===== src/rtl/uart_tx_framer.sv =====
// UART transmitter: start, DATA_WIDTH data bits LSB-first, optional parity, stop; each bit held Prescale cycles.
// Define UART_TX_TWO_STOP_EN to send two stop bits per frame.
module uart_tx_framer #(
  parameter int unsigned DATA_WIDTH     = 8,
  parameter int unsigned PRESCALE_WIDTH = 5
) (
  input  logic                      CLK,
  input  logic                      RST,
  input  logic [DATA_WIDTH-1:0]     P_DATA,
  input  logic                      Data_Valid,
  input  logic                      PAR_EN,
  input  logic                      PAR_TYP,
  input  logic [PRESCALE_WIDTH-1:0] Prescale,
  output logic                      TX_OUT,
  output logic                      Busy
);

  localparam int unsigned IDX_W = (DATA_WIDTH > 1) ? $clog2(DATA_WIDTH) : 1;
  localparam logic [IDX_W-1:0] LAST_IDX = IDX_W'(DATA_WIDTH - 1);
  localparam logic [IDX_W-1:0] IDX_ONE = IDX_W'(1);
  localparam logic [PRESCALE_WIDTH-1:0] CNT_ONE = PRESCALE_WIDTH'(1);

  typedef enum logic [2:0] {IDLE, START, DATA, PARITY, STOP} state_t;

  state_t                    state_q, state_d;
  logic [PRESCALE_WIDTH-1:0] cnt_q, cnt_d;
  logic [PRESCALE_WIDTH-1:0] pre_q, pre_d;
  logic [IDX_W-1:0]          idx_q, idx_d;
  logic [DATA_WIDTH-1:0]     data_q, data_d;
  logic                      par_en_q, par_en_d;
  logic                      par_typ_q, par_typ_d;
  logic                      tx_q, tx_d;
  logic                      busy_q, busy_d;
  logic                      bit_end;
`ifdef UART_TX_TWO_STOP_EN
  logic                      stop2_q, stop2_d;
`endif

  assign bit_end = (cnt_q == pre_q);

  always_ff @(posedge CLK or posedge RST) begin
    if (RST) begin
      state_q   <= IDLE;
      cnt_q     <= '0;
      pre_q     <= '0;
      idx_q     <= '0;
      data_q    <= '0;
      par_en_q  <= 1'b0;
      par_typ_q <= 1'b0;
      tx_q      <= 1'b1;
      busy_q    <= 1'b0;
`ifdef UART_TX_TWO_STOP_EN
      stop2_q   <= 1'b0;
`endif
    end else begin
      state_q   <= state_d;
      cnt_q     <= cnt_d;
      pre_q     <= pre_d;
      idx_q     <= idx_d;
      data_q    <= data_d;
      par_en_q  <= par_en_d;
      par_typ_q <= par_typ_d;
      tx_q      <= tx_d;
      busy_q    <= busy_d;
`ifdef UART_TX_TWO_STOP_EN
      stop2_q   <= stop2_d;
`endif
    end
  end

  // Next-state logic also computes the next TX_OUT/Busy so both leave the block registered.
  always_comb begin
    state_d   = state_q;
    cnt_d     = cnt_q;
    pre_d     = pre_q;
    idx_d     = idx_q;
    data_d    = data_q;
    par_en_d  = par_en_q;
    par_typ_d = par_typ_q;
    tx_d      = tx_q;
    busy_d    = busy_q;
`ifdef UART_TX_TWO_STOP_EN
    stop2_d   = stop2_q;
`endif
    if (state_q == IDLE) begin
      if (Data_Valid) begin
        state_d   = START;
        data_d    = P_DATA;
        par_en_d  = PAR_EN;
        par_typ_d = PAR_TYP;
        pre_d     = (Prescale == '0) ? CNT_ONE : Prescale;
        cnt_d     = CNT_ONE;
        idx_d     = '0;
        tx_d      = 1'b0;
        busy_d    = 1'b1;
      end
    end else if (!bit_end) begin
      cnt_d = cnt_q + CNT_ONE;
    end else begin
      cnt_d = CNT_ONE;
      case (state_q)
        START: begin
          state_d = DATA;
          idx_d   = '0;
          tx_d    = data_q[0];
        end
        DATA: begin
          if (idx_q == LAST_IDX) begin
            if (par_en_q) begin
              state_d = PARITY;
              tx_d    = (^data_q) ^ par_typ_q;
            end else begin
              state_d = STOP;
              tx_d    = 1'b1;
            end
          end else begin
            idx_d = idx_q + IDX_ONE;
            tx_d  = data_q[idx_d];
          end
        end
        PARITY: begin
          state_d = STOP;
          tx_d    = 1'b1;
        end
        STOP: begin
`ifdef UART_TX_TWO_STOP_EN
          if (!stop2_q) begin
            stop2_d = 1'b1;
          end else begin
            stop2_d = 1'b0;
            state_d = IDLE;
            busy_d  = 1'b0;
          end
`else
          state_d = IDLE;
          busy_d  = 1'b0;
`endif
        end
        default: begin
          state_d = IDLE;
          tx_d    = 1'b1;
          busy_d  = 1'b0;
        end
      endcase
    end
  end

  assign TX_OUT = tx_q;
  assign Busy   = busy_q;

endmodule


===== config.mk =====
export PLATFORM = sky130hd
export DESIGN_NAME = uart_tx_framer
export DESIGN_NICKNAME = d
export VERILOG_FILES = /design/src/rtl/uart_tx_framer.sv
export SDC_FILE = /design/constraint.sdc
export NUM_CORES = 1
export LEC_CHECK = 0
export ABC_AREA = 1
export BUFFER_PORTS_ARGS = -buffer_cell sky130_fd_sc_hd__buf_2
export CAP_MARGIN = 30
export CORE_ASPECT_RATIO = 0.7
export CORE_MARGIN = 2
export CORE_UTILIZATION = 32
export CTS_CLUSTER_SIZE = 10
export DETAILED_ROUTE_END_ITERATION = 7
export PLACE_DENSITY = 0.48
export SYNTH_ARGS = -nofsm -noshare
export SYNTH_HDL_FRONTEND = slang
export SYNTH_SLANG_ARGS = --single-unit

===== constraint.sdc =====
create_clock -name CLK -period 1.5 [get_ports CLK]
set_input_delay 0.15 -clock CLK [delete_from_list [all_inputs] [get_ports CLK]]
set_output_delay 0.15 -clock CLK [all_outputs]
set_load 0.02 [all_outputs]

Word level (Yosys, flattened, before mapping)
Cells that the tools add are included.

$add $sub $neg: 2. $lt $le $gt $ge: 1. Equal/unequal tests: 11. Muxes and demuxes: 27. Bitwise gates (word level): 1. Reductions and logical operators: 11.

Operator list (number): $mux W3 (9); $mux W5 (4); $mux W1 (10); $pmux W3 S3 (1); $reduce_and A3 Y1 (3); $reduce_xor A8 Y1 (1); $eq A3 B2 Y1 const B (2); $eq A3 B3 Y1 const B (2); $ne A3 B3 Y1 const B (2); $pmux W3 S2 (1); $add A5 B1 Y5 const B (1); $eq A5 B5 Y1 (1); $logic_not A5 Y1 (1); $lt A3 B4 Y1 const B (1); $ne A2 B2 Y1 const B (2); $reduce_and A4 Y1 (1); $add A3 B1 Y3 const B (1); $bmux W1 S3 (1); $eq A3 B1 Y1 const B (1); $logic_not A3 Y1 (1); $pmux W1 S3 (1); $reduce_bool A3 Y1 (1); $reduce_or A3 Y1 (1); $ne A2 B1 Y1 const B (1); other kinds (3) (3).

Flip-flop bits (word level): 28. Input bits: 18.

Depth between registers and ports, before layout
Gate-level depths: netlist of the first run.

Depth after elaboration: 7. Gate-level depth with buffers: 14.

Least setup slack after synthesis of the first run
No wires, ideal clock.

Path type: reg-to-reg. From: reg idx_q[0]. To: reg idx_q[0]. Setup time: 0.121 ns. Data arrival time: 1.369 ns. Data required time: 1.379 ns. Setup slack: 0.010 ns. Cell stages (with the launch flop): 7. Path buffers: 0. Period minus slack after synthesis: 1.490 ns. Path through: dfrtp_1 ha_1 ha_1 o21ai_0 nand4_4 nand2_1 o21ai_1.

Word-level cells in the longest chain between the ends: 5. Elaborated cells between the ends (all ways): 8. Those cells by class: add/sub: 1; eq/ne: 2; mux: 4; reduce/logical: 1.

Ends and longest elaborated chain: start, declared (RTL line 28) `logic [IDX_W-1:0] idx_q, idx_d;`; start signal, assigned (RTL line 59) `idx_q <= idx_d;`; $add A3 B1 Y3 (RTL line 117) `idx_d = idx_q + IDX_ONE;`; $mux W3 (RTL line 108) `if (idx_q == LAST_IDX) begin`; $pmux W3 S2 (RTL line 101) `case (state_q)`; $mux W3 (RTL line 97) `end else if (!bit_end) begin`; $mux W3 (RTL line 85) `if (state_q == IDLE) begin`.

Parallel ways exist; a longest one is shown, timed or not. The select of a mux whose other input is x is not followed. A chain may end at the register's enable or synchronous reset.

Worst setup path in the final report of the first run
From: reg idx_q[1]. To: reg tx_q, in the netlist TX_OUT.

Word-level cells in the longest chain between the ends: 7. Elaborated cells between the ends (all ways): 8. Those cells by class: add/sub: 1; eq/ne: 1; mux: 6.

Ends and longest elaborated chain: $add A3 B1 Y3 (RTL line 117); $bmux W1 S3 (RTL line 118) `tx_d = data_q[idx_d];`; $mux W1 (not written as such) (RTL line 118); $mux W1 (*) (RTL line 108); $pmux W1 S3 (*) (RTL line 101); $mux W1 (*) (RTL line 97); $mux W1 (*) (RTL line 85); end signal, assigned (RTL line 63) `tx_q <= tx_d;`; end, declared (RTL line 32) `logic tx_q, tx_d;`.

Mark *: on every way between the ends. The rest lies on a longest branch, timed or not. The select of a mux whose other input is x is not followed.

==> metrics.txt, run 1 <==
# TYPE chip_impl_metric gauge
chip_impl_metric{name="setup_ws",unit="ns"} -0.01221
chip_impl_info{name="clock_tree_from_tritoncts",value="yes"} 1
chip_impl_metric{name="critical-path-max-stage-delay",unit="ns"} 0.43
chip_impl_metric{name="postLayoutCoreUtil",unit=""} 0.4035
chip_impl_info{name="failed_checks",value="negative setup slack"} 1
chip_impl_metric{name="final_max_slew_viol_count",unit=""} 0
chip_impl_info{name="worst_setup_path_end_kind",value="register"} 1
chip_impl_metric{name="synth_async_sr_flop_share",unit=""} 1.000
chip_impl_metric{name="replace_congestion",unit=""} 0.7948
chip_impl_metric{name="clock-skew-final",unit="ns"} 0.01170
chip_impl_metric{name="power.clock.fraction",unit=""} 0.107
chip_impl_metric{name="per_cell_via_count_in_the_routed_design",unit=""} 4.307
chip_impl_metric{name="timing.final.crit_share",unit=""} 1.008
chip_impl_metric{name="post_synth_inst_count",unit=""} 214
chip_impl_metric{name="clkLatencyLatePin",unit="ns"} 0.28
chip_impl_metric{name="r2r_setup_slack",unit="ns"} -0.01
chip_impl_metric{name="totalWireLength",unit="µm"} 3635
chip_impl_metric{name="final.fill_count",unit=""} 565
chip_impl_metric{name="synth_cell_type_count",unit=""} 28
chip_impl_info{name="clockRootBuffer",value="sky130_fd_sc_hd__clkbuf_8"} 1
chip_impl_info{name="critical_path.reg2reg.startpoint",value="idx_q[1]$_DFFE_PP0P_"} 1
chip_impl_metric{name="grt_max_degree",unit=""} 29
chip_impl_info{name="hold_class",value="input port to register"} 1
chip_impl_info{name="critical_path.startpoint_type",value="register"} 1
chip_impl_metric{name="antenna_cells",unit=""} 0
chip_impl_metric{name="grt_pass1_wl",unit="µm"} 6168
chip_impl_info{name="synth_area_leader_cell",value="sky130_fd_sc_hd__dfrtp_1"} 1
chip_impl_metric{name="p_sw_frac",unit=""} 0.4646
chip_impl_metric{name="grt_antenna_before_repair",unit=""} 0
chip_impl_metric{name="core.rowCount",unit=""} 22
chip_impl_metric{name="global_route.usage.total",unit=""} 0.1330
chip_impl_metric{name="final.min_clock_period",unit="ns"} 1.512
chip_impl_info{name="timing.setup.critical_path_class",value="register to register"} 1
chip_impl_metric{name="effective_utilization_at_floorplan",unit=""} 0.3286
chip_impl_metric{name="globalRouteOverflowTotal",unit=""} 0
chip_impl_info{name="critPathSlowestCell",value="sky130_fd_sc_hd__dfrtp_1"} 1
chip_impl_metric{name="detail_route.drc_violations",unit=""} 0
chip_impl_info{name="ys_dominant_reg_cell",value="sky130_fd_sc_hd__dfrtp_1"} 1
chip_impl_metric{name="post_route_cells_drive_above_1_share",unit=""} 0.2869
chip_impl_metric{name="postSynthAreaPerCell",unit="µm²"} 7.946
chip_impl_metric{name="ioPinCount",unit=""} 20
chip_impl_metric{name="grt_pass1_vias",unit=""} 1265
chip_impl_metric{name="core_area",unit="µm²"} 5175
chip_impl_metric{name="tritoncts_num_sinks",unit=""} 28
chip_impl_metric{name="drt-initial-drc-count",unit=""} 38
chip_impl_info{name="outcome",value="finished, violations left"} 1
chip_impl_metric{name="timing.final.setup_violations",unit=""} 1
chip_impl_metric{name="synth_sequential_area_ratio",unit=""} 0.4128
chip_impl_metric{name="floorplan.die_area",unit="µm²"} 5922
chip_impl_metric{name="number_of_nets_with_antenna_violations_after_detailed_routing",unit=""} 0
chip_impl_metric{name="post_drt_wl_per_cell",unit="µm"} 11.25
chip_impl_metric{name="cp.arrival",unit="ns"} 1.72
chip_impl_metric{name="cts_buffer_depth",unit=""} 2
chip_impl_metric{name="worst_setup_hold_path_clk_slew",unit="ns"} 0.10
chip_impl_metric{name="share_of_the_synthesized_area_in_the_top_cell_type",unit=""} 0.3974
chip_impl_metric{name="number_of_port_buffers",unit=""} 19
chip_impl_info{name="worst_path_most_repeated_cell",value="sky130_fd_sc_hd__nand2_1"} 1
chip_impl_metric{name="max-slew-margin-rel",unit=""} 0.7589
chip_impl_info{name="synth.most_common_cell",value="sky130_fd_sc_hd__nand2_1"} 1
chip_impl_info{name="path_cells",value="ha_4 -> inv_4 -> a21oi_2 -> o21ai_1 -> nand3_1 -> nand2_1 -> nor2_1 -> nor2_1 -> nand2_1 -> nand2_1 -> nand2_1 -> nand2_1"} 1
chip_impl_metric{name="yosys_warnings",unit=""} 0
chip_impl_metric{name="ff2ff_path_depth",unit=""} 12
chip_impl_info{name="synthTopCellsByArea",value="sky130_fd_sc_hd__dfrtp_1 (40%), sky130_fd_sc_hd__nand2_1 (13%), sky130_fd_sc_hd__inv_1 (5.5%)"} 1
chip_impl_metric{name="drv.max_cap_violation_count",unit=""} 0
chip_impl_metric{name="die_h",unit="µm"} 64.99
chip_impl_metric{name="power.share.sequential",unit=""} 0.321
chip_impl_info{name="crit_path_end",value="TX_OUT$_DFFE_PP1P_"} 1
chip_impl_metric{name="internal_power",unit="W"} 0.002386
chip_impl_info{name="r2r-end",value="TX_OUT$_DFFE_PP1P_"} 1
chip_impl_metric{name="die_width",unit="µm"} 91.13
chip_impl_info{name="rsz_0062_raised_after_global_routing",value="true"} 1
chip_impl_metric{name="report.final.hold_viol_count",unit=""} 0
chip_impl_metric{name="tightest_slew",unit="ns"} 0.3617
chip_impl_metric{name="ir_worst_vdd",unit="µV"} 614.2
chip_impl_metric{name="mappedNetlistNets",unit=""} 235
chip_impl_metric{name="cellPowerDensity",unit="nW/µm²"} 2134
chip_impl_metric{name="dr.pass1.iters",unit=""} 4
chip_impl_metric{name="cts_made_buffers",unit=""} 3
chip_impl_metric{name="synth_seq_cells",unit=""} 28
chip_impl_metric{name="power_switching",unit="W"} 0.002071
chip_impl_metric{name="detailroute.via_count",unit=""} 1391
chip_impl_info{name="synth_top_cells_by_count",value="sky130_fd_sc_hd__nand2_1 (59), sky130_fd_sc_hd__dfrtp_1 (27), sky130_fd_sc_hd__inv_1 (25)"} 1
chip_impl_metric{name="leakage",unit="nW"} 1.037
chip_impl_metric{name="path_max_fanout",unit=""} 4
chip_impl_metric{name="area_growth_syn_to_layout",unit="%"} 22.81
chip_impl_metric{name="mappedNetlistArea",unit="µm²"} 1700
chip_impl_metric{name="hpwl",unit="µm"} 2755
chip_impl_metric{name="cp.required",unit="ns"} 1.71
chip_impl_metric{name="fmax",unit="GHz"} 0.6613
chip_impl_info{name="timing.critical_path.from",value="idx_q[1]$_DFFE_PP0P_"} 1
chip_impl_metric{name="totalNegativeSetupSlack",unit="ns"} -0.01221
chip_impl_metric{name="nets",unit=""} 273
chip_impl_metric{name="number_of_enable_flip_flop_cells_after_synthesis",unit=""} 0
chip_impl_metric{name="power.combinational.fraction",unit=""} 0.572
chip_impl_metric{name="clock_tree.htree_level_count",unit=""} 1
[state kept, by name, summed over array words and instances, names as in the netlist]
register   cells
Busy           1
TX_OUT         1
cnt_q          5
data_q         8
idx_q          3
par_en_q       1
par_typ_q      1
pre_q          5
state_q        3
[per-stage QoR]
step | cell area (µm²) | total power (W) | worst slack, ns | instances | hold WS, ns
4_1_cts | 2061 | 0.004403 | 0.002395 | 322 | 0.08675
3_3_place_gp | 1971 | 0.003880 | 0.02790 | 317 | 0.2378
6_report | 2088 | 0.004457 | -0.01221 | 323 | 0.1006
2_1_floorplan | 1700 | 0.003250 | 0.009973 | 214 | 0.2147
5_1_grt | 2088 | 0.004909 | -0.1066 | 323 | 0.08290
3_5_place_dp | 1971 | 0.003871 | -0.02026 | 317 | 0.2424
[worst max-delay path, delay by kind of cell (launching register included)]
kind / cells / cell delay, ns
buffers and inverters: 1 / 0.04
AO/OA/AOI/OAI: 2 / 0.16
flip-flops: 1 / 0.43
AND/OR/NAND/NOR: 8 / 0.51
adder cells (fa/ha/maj): 1 / 0.31
[cell usage in the layout (no fill, tap or decap)]
cell	netlist	final
sky130_fd_sc_hd__xnor2_1	5	4
sky130_fd_sc_hd__dlygate4sd3_1	0	1
sky130_fd_sc_hd__dfrtp_1	27	27
sky130_fd_sc_hd__inv_6	0	1
sky130_fd_sc_hd__ha_1	3	1
sky130_fd_sc_hd__a31oi_1	1	1
sky130_fd_sc_hd__buf_2	1	19
sky130_fd_sc_hd__buf_4	0	16
sky130_fd_sc_hd__o21ai_0	15	12
sky130_fd_sc_hd__a21oi_1	7	5
sky130_fd_sc_hd__xnor2_2	0	1
sky130_fd_sc_hd__xor2_1	4	4
sky130_fd_sc_hd__nand2_2	1	1
sky130_fd_sc_hd__nand3_1	8	8
sky130_fd_sc_hd__nor2_8	1	1
sky130_fd_sc_hd__clkbuf_8	0	4
sky130_fd_sc_hd__nand2_4	2	2
sky130_fd_sc_hd__nand4_1	2	2
sky130_fd_sc_hd__a32o_1	1	1
sky130_fd_sc_hd__nor2_2	4	4
sky130_fd_sc_hd__nor2_4	2	2
sky130_fd_sc_hd__mux2_2	1	1
sky130_fd_sc_hd__nor2_1	21	21
sky130_fd_sc_hd__inv_1	25	24
sky130_fd_sc_hd__inv_2	2	2
sky130_fd_sc_hd__dfstp_2	1	1
sky130_fd_sc_hd__nand4_4	2	2
sky130_fd_sc_hd__nand2_1	59	59
sky130_fd_sc_hd__inv_4	2	2
sky130_fd_sc_hd__ha_4	0	2
sky130_fd_sc_hd__a21oi_2	9	11
sky130_fd_sc_hd__o21ai_1	5	8
sky130_fd_sc_hd__o211ai_1	1	1
[kinds of logic (layout without fill, tap and decap cells)]
kind of cell,Yosys count,after routing,share of synthesized area
and+or+nand+nor,102,102,0.2892
AOI/OAI and AO/OA,39,39,0.1398
buffers and inverters,32,69,0.08315
DFF,28,28,0.4128
xor gates and xnor gates,9,9,0.04635
adders and majority gates,3,3,0.02208
muxes,1,1,0.006622
[how the worst min path moves through the flow]
| stage | from | endpoint | cells after the start |
|---|---|---|---|
| finish | P_DATA[1] | data_q[1]$_DFFE_PP0P_ | 2 |
| global route | P_DATA[1] | data_q[1]$_DFFE_PP0P_ | 2 |
| CTS | P_DATA[1] | data_q[1]$_DFFE_PP0P_ | 2 |
| detailed placement | RST | pre_q[3]$_DFFE_PP0P_ | 3 |
| global placement | RST | pre_q[3]$_DFFE_PP0P_ | 3 |
| floorplan | RST | Busy$_DFFE_PP0P_ | 1 |
[timing repair]
| action | CTS | global route |
|---|---|---|
| hold buffers | 1 | 0 |
| setup buffers | 0 | 1 |
| pin swaps | 1 | 5 |
| endpoints found under the hold margin | 27 | 0 |
| resized for setup | 3 | 8 |
| endpoints found under the setup margin | 1 | 6 |
[routing by layer]
metal	track usage	wire length [µm]
met1	0.2067	2064
met2	0.1843	1459
met3	0.02791	97
met4	0.03409	14
met5	0	0
[layout make-up]
| type | count | area, µm² | share of cell area |
|---|---|---|---|
| clock buffer | 4 | 55.05 | 0.02636 |
| inverter | 29 | 118.9 | 0.05692 |
| multi-input combinational | 154 | 897.1 | 0.4296 |
| sequential | 28 | 701.9 | 0.3361 |
| tap | 72 | 90.09 | 0.04314 |
| timing repair buffer | 36 | 225.2 | 0.1078 |
[power by group through the flow]
stage / clock, W / sequential [W] / combinational, W
2_1_floorplan: 0 / 0.00138 / 0.00187
3_3_place_gp: 0 / 0.00143 / 0.00246
3_5_place_dp: 0 / 0.00142 / 0.00245
4_1_cts: 0.000504 / 0.00141 / 0.00248
5_1_grt: 0.000534 / 0.00148 / 0.00289
6_report: 0.000477 / 0.00143 / 0.00255
Note: power is estimated with default switching activity, not from simulation.
==> run 2, diff against run 1 <==
CORE_MARGIN = 1.5   (was 2)
PLACE_DENSITY = 0.46   (was 0.48)
clock period = 1.67 ns   (was 1.5 ns; I/O delays follow)
==> run 2 against run 1 <==
Net effect:
- the run now ends clean
- fmax is 1.5% lower
- via count is 2.2% lower
- clock skew is 0.0071 ns lower
- non-clock buffer count is 9 lower
- first-iteration DRC count grew to 2.6 times the previous value
- setup slack better by 0.15 ns
- cell area is 5.2% lower
- utilization is 0.28 points lower
- register-to-register slack better by 0.15 ns
- critical endpoint is now cnt_q[3]$_DFFE_PP0N_
- largest power group unchanged
- highest routed layer unchanged
==> metrics.txt, run 2 (synthesized netlist as in run 1, its figures left out) <==
# TYPE chip_impl_metric gauge
chip_impl_metric{name="leakage",unit="nW"} 0.9908
chip_impl_metric{name="clock_tree.htree_level_count",unit=""} 1
chip_impl_info{name="timing.setup.critical_path_class",value="register to register"} 1
chip_impl_metric{name="clock-skew-final",unit="ns"} 0.004633
chip_impl_metric{name="power.share.sequential",unit=""} 0.345
chip_impl_metric{name="ff2ff_path_depth",unit=""} 9
chip_impl_metric{name="largest_register_ffs",unit=""} 8
chip_impl_metric{name="cp.arrival",unit="ns"} 1.71
chip_impl_metric{name="worst_setup_hold_path_clk_slew",unit="ns"} 0.10
chip_impl_metric{name="tritoncts_num_sinks",unit=""} 28
chip_impl_metric{name="multiInputGateArea",unit="µm²"} 874.6
chip_impl_metric{name="timing.final.crit_share",unit=""} 0.9189
chip_impl_info{name="outcome",value="complete, no violations"} 1
chip_impl_metric{name="critical-path-max-stage-delay",unit="ns"} 0.44
chip_impl_metric{name="dr.pass1.iters",unit=""} 4
chip_impl_metric{name="final_max_slew_viol_count",unit=""} 0
chip_impl_info{name="r2r-end",value="cnt_q[3]$_DFFE_PP0N_"} 1
chip_impl_metric{name="cp.required",unit="ns"} 1.84
chip_impl_metric{name="final.min_clock_period",unit="ns"} 1.535
chip_impl_metric{name="cts_made_buffers",unit=""} 3
chip_impl_metric{name="post_drt_wl_per_cell",unit="µm"} 11.66
chip_impl_metric{name="grt_antenna_before_repair",unit=""} 0
chip_impl_info{name="timing.critical_path.from",value="state_q[1]$_DFFE_PP0P_"} 1
chip_impl_metric{name="critical_path_buf_inv_count",unit=""} 3
chip_impl_metric{name="route.met3.wl",unit="µm"} 115
chip_impl_metric{name="post-layout-total-power",unit="W"} 0.003774
chip_impl_metric{name="cp_num_cells",unit=""} 9
chip_impl_metric{name="grt_pass1_vias",unit=""} 1338
chip_impl_info{name="critPathSlowestCell",value="sky130_fd_sc_hd__dfrtp_1"} 1
chip_impl_metric{name="path_max_fanout",unit=""} 5
chip_impl_metric{name="met2_routed_length",unit="µm"} 1367
chip_impl_metric{name="tightest_slew",unit="ns"} 0.3656
chip_impl_metric{name="post_route_cells_drive_above_1_share",unit=""} 0.2355
chip_impl_metric{name="antenna_cells",unit=""} 0
chip_impl_metric{name="p_sw_frac",unit=""} 0.4777
chip_impl_metric{name="clkLatencyLatePin",unit="ns"} 0.28
chip_impl_metric{name="drv.max_cap_violation_count",unit=""} 0
chip_impl_metric{name="nets",unit=""} 264
chip_impl_metric{name="effective_utilization_at_floorplan",unit=""} 0.3442
chip_impl_metric{name="timing.final.setup_violations",unit=""} 0
chip_impl_metric{name="totalWireLength",unit="µm"} 3626
chip_impl_metric{name="cts_buffer_depth",unit=""} 2
chip_impl_info{name="top_layer",value="met4"} 1
chip_impl_info{name="rsz_0062_raised_after_global_routing",value="false"} 1
chip_impl_info{name="worst_setup_path_end_kind",value="register"} 1
chip_impl_metric{name="core_area",unit="µm²"} 4940
chip_impl_info{name="clockRootBuffer",value="sky130_fd_sc_hd__clkbuf_8"} 1
chip_impl_metric{name="postLayoutCoreUtil",unit=""} 0.4007
chip_impl_metric{name="internal_power",unit="W"} 0.001971
chip_impl_metric{name="number_of_nets_with_antenna_violations_after_detailed_routing",unit=""} 0
chip_impl_metric{name="replace_congestion",unit=""} 0.7695
chip_impl_info{name="crit_path_end",value="cnt_q[3]$_DFFE_PP0N_"} 1
chip_impl_metric{name="grt_max_degree",unit=""} 29
chip_impl_metric{name="detailroute.via_count",unit=""} 1361
chip_impl_metric{name="r2r_setup_slack",unit="ns"} 0.14
chip_impl_metric{name="power.clock.fraction",unit=""} 0.102
chip_impl_metric{name="ioPinCount",unit=""} 20
chip_impl_metric{name="global_route.usage.total",unit=""} 0.1447
chip_impl_info{name="critical-path-top-delay-family",value="simple AND/OR/NAND/NOR gates"} 1
chip_impl_metric{name="cellPowerDensity",unit="nW/µm²"} 1907
chip_impl_info{name="clock_tree_from_tritoncts",value="yes"} 1
chip_impl_info{name="final_cell_mix",value="sky130_fd_sc_hd__nand2_1 (59), sky130_fd_sc_hd__dfrtp_1 (27), sky130_fd_sc_hd__inv_1 (25)"} 1
chip_impl_info{name="layout.cells.most_common",value="sky130_fd_sc_hd__nand2_1"} 1
chip_impl_info{name="registers.top_by_ff_count",value="data_q"} 1
chip_impl_metric{name="number_of_port_buffers",unit=""} 19
chip_impl_info{name="path_cells",value="nor2_2 -> inv_2 -> nor2_4 -> inv_4 -> nor2_8 -> inv_4 -> nand4_1 -> xor2_1 -> a21oi_1"} 1
chip_impl_metric{name="place_ws",unit="ns"} 0.1418
chip_impl_metric{name="hpwl",unit="µm"} 2749
chip_impl_metric{name="final.fill_count",unit=""} 536
chip_impl_metric{name="detail_route.drc_violations",unit=""} 0
chip_impl_metric{name="per_cell_via_count_in_the_routed_design",unit=""} 4.376
chip_impl_metric{name="ir_worst_vdd",unit="µV"} 457.8
chip_impl_info{name="hold_class",value="input port to register"} 1
chip_impl_metric{name="fmax",unit="GHz"} 0.6516
chip_impl_metric{name="globalRouteOverflowTotal",unit=""} 0
chip_impl_metric{name="area_growth_syn_to_layout",unit="%"} 16.41
chip_impl_metric{name="totalNegativeSetupSlack",unit="ns"} 0
chip_impl_metric{name="floorplan.die_area",unit="µm²"} 5767
chip_impl_metric{name="core.rowCount",unit=""} 21
chip_impl_metric{name="die_width",unit="µm"} 90.13
chip_impl_metric{name="die_h",unit="µm"} 63.99
chip_impl_metric{name="power.combinational.fraction",unit=""} 0.553
chip_impl_info{name="critical_path.startpoint_type",value="register"} 1
chip_impl_info{name="largest_registers",value="data_q: 8 flops, cnt_q: 5 flops, pre_q: 5 flops"} 1
chip_impl_metric{name="hold_ws",unit="ns"} 0.1189
chip_impl_info{name="critical_path.reg2reg.startpoint",value="state_q[1]$_DFFE_PP0P_"} 1
chip_impl_metric{name="met1_layer_wirelength_in_the_final_routing",unit="µm"} 2115
chip_impl_metric{name="max-slew-margin-rel",unit=""} 0.7563
chip_impl_metric{name="power_switching",unit="W"} 0.001803
chip_impl_metric{name="setup_ws",unit="ns"} 0.1354
chip_impl_metric{name="area.sequential",unit="µm²"} 701.9
chip_impl_metric{name="grt_pass1_wl",unit="µm"} 6603
chip_impl_metric{name="drt-initial-drc-count",unit=""} 99
chip_impl_metric{name="report.final.hold_viol_count",unit=""} 0
chip_impl_info{name="worst_path_most_repeated_cell",value="sky130_fd_sc_hd__inv_4"} 1
-- run 2: cell count changes in the layout (fill, tap and decap cells not counted), moves of 2 or more --
cell and change:
sky130_fd_sc_hd__o21ai_0 +2, sky130_fd_sc_hd__a21oi_1 +2, sky130_fd_sc_hd__a21oi_2 -2, sky130_fd_sc_hd__buf_4 -9, sky130_fd_sc_hd__o21ai_1 -2
-- run 2: final cells by class --
class | count | share of cell area
inverters | 29 | 0.05752
repair buffers | 27 | 0.07965
flip-flops and latches | 28 | 0.3546
multi-input cells | 154 | 0.4418
well taps | 69 | 0.04362
clock buffers | 4 | 0.02276
-- run 2: routing by layer --
layer  up-vias  GRT usage
li1        737          -
met5         -          0
met1       603     0.2286
met4         0    0.02976
met3         2    0.03571
met2        19     0.1932
-- run 2: stage by stage --
| step | cells | instance area, µm² |
|---|---|---|
| after floorplan | 214 | 1700 |
| after global placement | 305 | 1899 |
| after detailed placement | 305 | 1899 |
| after CTS | 310 | 1954 |
| after global routing | 311 | 1979 |
| final | 311 | 1979 |
-- run 2: timing repair --
item	in CTS	in global routing
endpoints found under the hold margin	27	0
setup endpoints to repair	0	2
buffers inserted	0	1
hold buffers	1	0
gates resized for setup	0	3
-- run 2: worst min path at each step --
| stage | startpoint | to | slack (ns) | cells past startpoint |
|---|---|---|---|---|
| finish | P_DATA[1] | data_q[1]$_DFFE_PP0P_ | 0.12 | 2 |
| global route | P_DATA[6] | data_q[6]$_DFFE_PP0P_ | 0.12 | 3 |
| CTS | P_DATA[1] | data_q[1]$_DFFE_PP0P_ | 0.11 | 2 |
| detailed placement | RST | data_q[5]$_DFFE_PP0P_ | 0.28 | 3 |
| global placement | RST | data_q[5]$_DFFE_PP0P_ | 0.27 | 3 |
| floorplan | RST | Busy$_DFFE_PP0P_ | 0.23 | 1 |
-- run 2: power groups by stage --
stage	Combinational (W)	Clock (W)	Sequential [W]
2_1_floorplan	0.00168	0	0.00124
3_3_place_gp	0.00208	0	0.00132
3_5_place_dp	0.00206	0	0.00131
4_1_cts	0.00207	0.000409	0.00130
5_1_grt	0.00244	0.000444	0.00135
6_report	0.00209	0.000384	0.00130
==> run 3, diff against run 2 <==
PLACE_DENSITY = default   (was 0.46)
==> run 3 against run 2 <==
Net effect:
- critical path depth decreased by 3
- non-clock buffer count decreased by 4
- combinational power decreased by 2%
- flip-flop and latch count unchanged
- clock power increased by 43%
- setup slack improved by 0.0044 ns
- via count increased by 2.0%
- clock skew increased by 0.00069 ns
- clock-buffer cell count decreased by 1
- fmax increased by 0.29%
- critical path type unchanged
==> metrics.txt, run 3 (synthesized netlist as in run 1, its figures left out) <==
# TYPE chip_impl_metric gauge
chip_impl_metric{name="postLayoutCellArea",unit="µm²"} 1987
chip_impl_info{name="registers.top_by_ff_count",value="data_q"} 1
chip_impl_info{name="rsz_0062_raised_after_global_routing",value="false"} 1
chip_impl_metric{name="largest_register_ffs",unit=""} 8
chip_impl_metric{name="max-slew-margin-rel",unit=""} 0.7518
chip_impl_metric{name="cts_buffer_depth",unit=""} 2
chip_impl_metric{name="area_growth_syn_to_layout",unit="%"} 16.85
chip_impl_info{name="path_cells",value="ha_4 -> ha_1 -> o21ai_0 -> nand4_4 -> nand2_1 -> o21ai_1"} 1
chip_impl_metric{name="die_h",unit="µm"} 63.99
chip_impl_metric{name="cp.required",unit="ns"} 1.84
chip_impl_metric{name="area.sequential",unit="µm²"} 701.9
chip_impl_metric{name="ff2ff_path_depth",unit=""} 6
chip_impl_metric{name="hpwl",unit="µm"} 2659
chip_impl_metric{name="path_max_fanout",unit=""} 6
chip_impl_metric{name="antenna_cells",unit=""} 0
chip_impl_metric{name="drt-initial-drc-count",unit=""} 29
chip_impl_info{name="timing.critical_path.from",value="idx_q[0]$_DFFE_PP0P_"} 1
chip_impl_metric{name="post_route_cells_drive_above_1_share",unit=""} 0.2311
chip_impl_metric{name="totalNegativeSetupSlack",unit="ns"} 0
chip_impl_metric{name="timing.final.crit_share",unit=""} 0.9163
chip_impl_metric{name="clock_tree.htree_level_count",unit=""} 1
chip_impl_metric{name="ir_worst_vdd",unit="µV"} 698.4
chip_impl_metric{name="stdcell_count",unit=""} 307
chip_impl_metric{name="min_path_cells",unit=""} 2
chip_impl_metric{name="replace_congestion",unit=""} 0.7825
chip_impl_metric{name="core.rowCount",unit=""} 21
chip_impl_metric{name="hold_ws",unit="ns"} 0.1101
chip_impl_metric{name="core_area",unit="µm²"} 4940
chip_impl_metric{name="final_max_slew_viol_count",unit=""} 0
chip_impl_metric{name="final.min_clock_period",unit="ns"} 1.530
chip_impl_info{name="layout.cells.most_common",value="sky130_fd_sc_hd__nand2_1"} 1
chip_impl_info{name="critical_path.reg2reg.startpoint",value="idx_q[0]$_DFFE_PP0P_"} 1
chip_impl_metric{name="tightest_slew",unit="ns"} 0.3724
chip_impl_metric{name="clkLatencyLatePin",unit="ns"} 0.28
chip_impl_info{name="clock_tree_from_tritoncts",value="yes"} 1
chip_impl_metric{name="grt_antenna_before_repair",unit=""} 0
chip_impl_metric{name="timing.final.setup_violations",unit=""} 0
chip_impl_metric{name="floorplan.die_area",unit="µm²"} 5767
chip_impl_metric{name="fmax",unit="GHz"} 0.6535
chip_impl_metric{name="post_cts.repair.setup_buffers",unit=""} 0
chip_impl_info{name="critical_path.startpoint_type",value="register"} 1
chip_impl_metric{name="drv.max_cap_violation_count",unit=""} 0
chip_impl_info{name="hold_class",value="input port to register"} 1
chip_impl_info{name="worst_setup_path_end_kind",value="register"} 1
chip_impl_metric{name="dr.pass1.iters",unit=""} 4
chip_impl_metric{name="dp_cells",unit=""} 302
chip_impl_metric{name="global_route.usage.total",unit=""} 0.1328
chip_impl_metric{name="worst_setup_hold_path_clk_slew",unit="ns"} 0.10
chip_impl_metric{name="critical-path-max-stage-delay",unit="ns"} 0.43
chip_impl_metric{name="cts_made_buffers",unit=""} 3
chip_impl_metric{name="number_of_nets_with_antenna_violations_after_detailed_routing",unit=""} 0
chip_impl_metric{name="detail_route.drc_violations",unit=""} 0
chip_impl_info{name="outcome",value="complete, no violations"} 1
chip_impl_metric{name="postLayoutCoreUtil",unit=""} 0.4022
chip_impl_metric{name="die_width",unit="µm"} 90.13
chip_impl_metric{name="final.fill_count",unit=""} 551
chip_impl_info{name="timing.setup.critical_path_class",value="register to register"} 1
chip_impl_metric{name="totalWireLength",unit="µm"} 3524
chip_impl_info{name="clockRootBuffer",value="sky130_fd_sc_hd__clkbuf_8"} 1
chip_impl_metric{name="clock-skew-final",unit="ns"} 0.005322
chip_impl_metric{name="per_cell_via_count_in_the_routed_design",unit=""} 4.521
chip_impl_metric{name="globalRouteOverflowTotal",unit=""} 0
chip_impl_metric{name="number_of_port_buffers",unit=""} 19
chip_impl_metric{name="detailroute.via_count",unit=""} 1388
chip_impl_metric{name="multiInputGateArea",unit="µm²"} 873.3
chip_impl_info{name="critPathSlowestCell",value="sky130_fd_sc_hd__dfrtp_1"} 1
chip_impl_metric{name="cp.arrival",unit="ns"} 1.70
chip_impl_metric{name="postPlaceCellArea",unit="µm²"} 1889
chip_impl_metric{name="leakage",unit="nW"} 0.9854
chip_impl_metric{name="nets",unit=""} 260
chip_impl_metric{name="grt_max_degree",unit=""} 29
chip_impl_metric{name="effective_utilization_at_floorplan",unit=""} 0.3442
chip_impl_info{name="largest_registers",value="data_q: 8 flops, cnt_q: 5 flops, pre_q: 5 flops"} 1
chip_impl_info{name="final_cell_mix",value="sky130_fd_sc_hd__nand2_1 (59), sky130_fd_sc_hd__dfrtp_1 (27), sky130_fd_sc_hd__inv_1 (25)"} 1
chip_impl_metric{name="cellPowerDensity",unit="nW/µm²"} 1963
chip_impl_metric{name="tritoncts_num_sinks",unit=""} 28
chip_impl_metric{name="post_drt_wl_per_cell",unit="µm"} 11.48
chip_impl_info{name="hp-start",value="P_DATA[1]"} 1
chip_impl_metric{name="ioPinCount",unit=""} 20
chip_impl_metric{name="grt_pass1_wl",unit="µm"} 6141
chip_impl_metric{name="report.final.hold_viol_count",unit=""} 0
chip_impl_metric{name="grt_pass1_vias",unit=""} 1332
-- run 3: final cells by class --
| class | count | area share |
|---|---|---|
| flip-flops and latches | 28 | 0.3533 |
| well taps | 69 | 0.04345 |
| repair buffers | 23 | 0.07053 |
| clock inverters | 1 | 0.01511 |
| clock buffers | 3 | 0.02078 |
| inverters | 29 | 0.05730 |
| multi-input cells | 154 | 0.4395 |
-- run 3: timing repair --
action	4_1_cts	5_1_grt
endpoints found under the setup margin	0	1
endpoints found under the hold margin	27	0
hold buffers	1	0
resized for setup	0	2
-- run 3: worst paths after layout --
check	to	slack (ns)
worst max register to register	idx_q[2]$_DFFE_PP0P_	0.14
worst min-delay path	data_q[1]$_DFFE_PP0P_	0.11
min in group asynchronous	cnt_q[4]$_DFFE_PP0N_	0.48
worst max-delay path	idx_q[2]$_DFFE_PP0P_	0.14
worst min register to register	Busy$_DFFE_PP0P_	0.52
max in group asynchronous	TX_OUT$_DFFE_PP1P_	0.87
-- run 3: where the power goes --
| group | leakage [nW] | switching, W | internal (W) | total, W |
|---|---|---|---|---|
| logic | 0.617 | 0.00124 | 0.000808 | 0.00205 |
| registers | 0.333 | 0.000320 | 0.000979 | 0.00130 |
| clock network | 0.0357 | 0.000228 | 0.000321 | 0.000549 |
| total | 0.985 | 0.00179 | 0.00211 | 0.00390 |
-- run 3: critical path: cells and delay by family (launching register included) --
| family | cells | cell delay [ns] |
|---|---|---|
| simple gates | 2 | 0.25 |
| compound gates | 2 | 0.36 |
| flops | 1 | 0.43 |
| fa+ha+maj | 2 | 0.38 |
-- run 3: per-layer routing --
| metal | track usage | share of wire | vias up |
|---|---|---|---|
| met5 | 0 | 0 | - |
| met3 | 0.04048 | 0.046 | 2 |
| met2 | 0.1922 | 0.40 | 27 |
| li1 | - | - | 737 |
| met4 | 0.01786 | 0.0054 | 0 |
| met1 | 0.1969 | 0.55 | 622 |
-- run 3: stage by stage --
step	worst slack (ns)	power, W
after global placement	0.1487	0.003308
after CTS	0.1209	0.003901
final	0.1398	0.003899
after global routing	0.01412	0.004311
after detailed placement	0.1409	0.003338
after floorplan	0.1800	0.002919
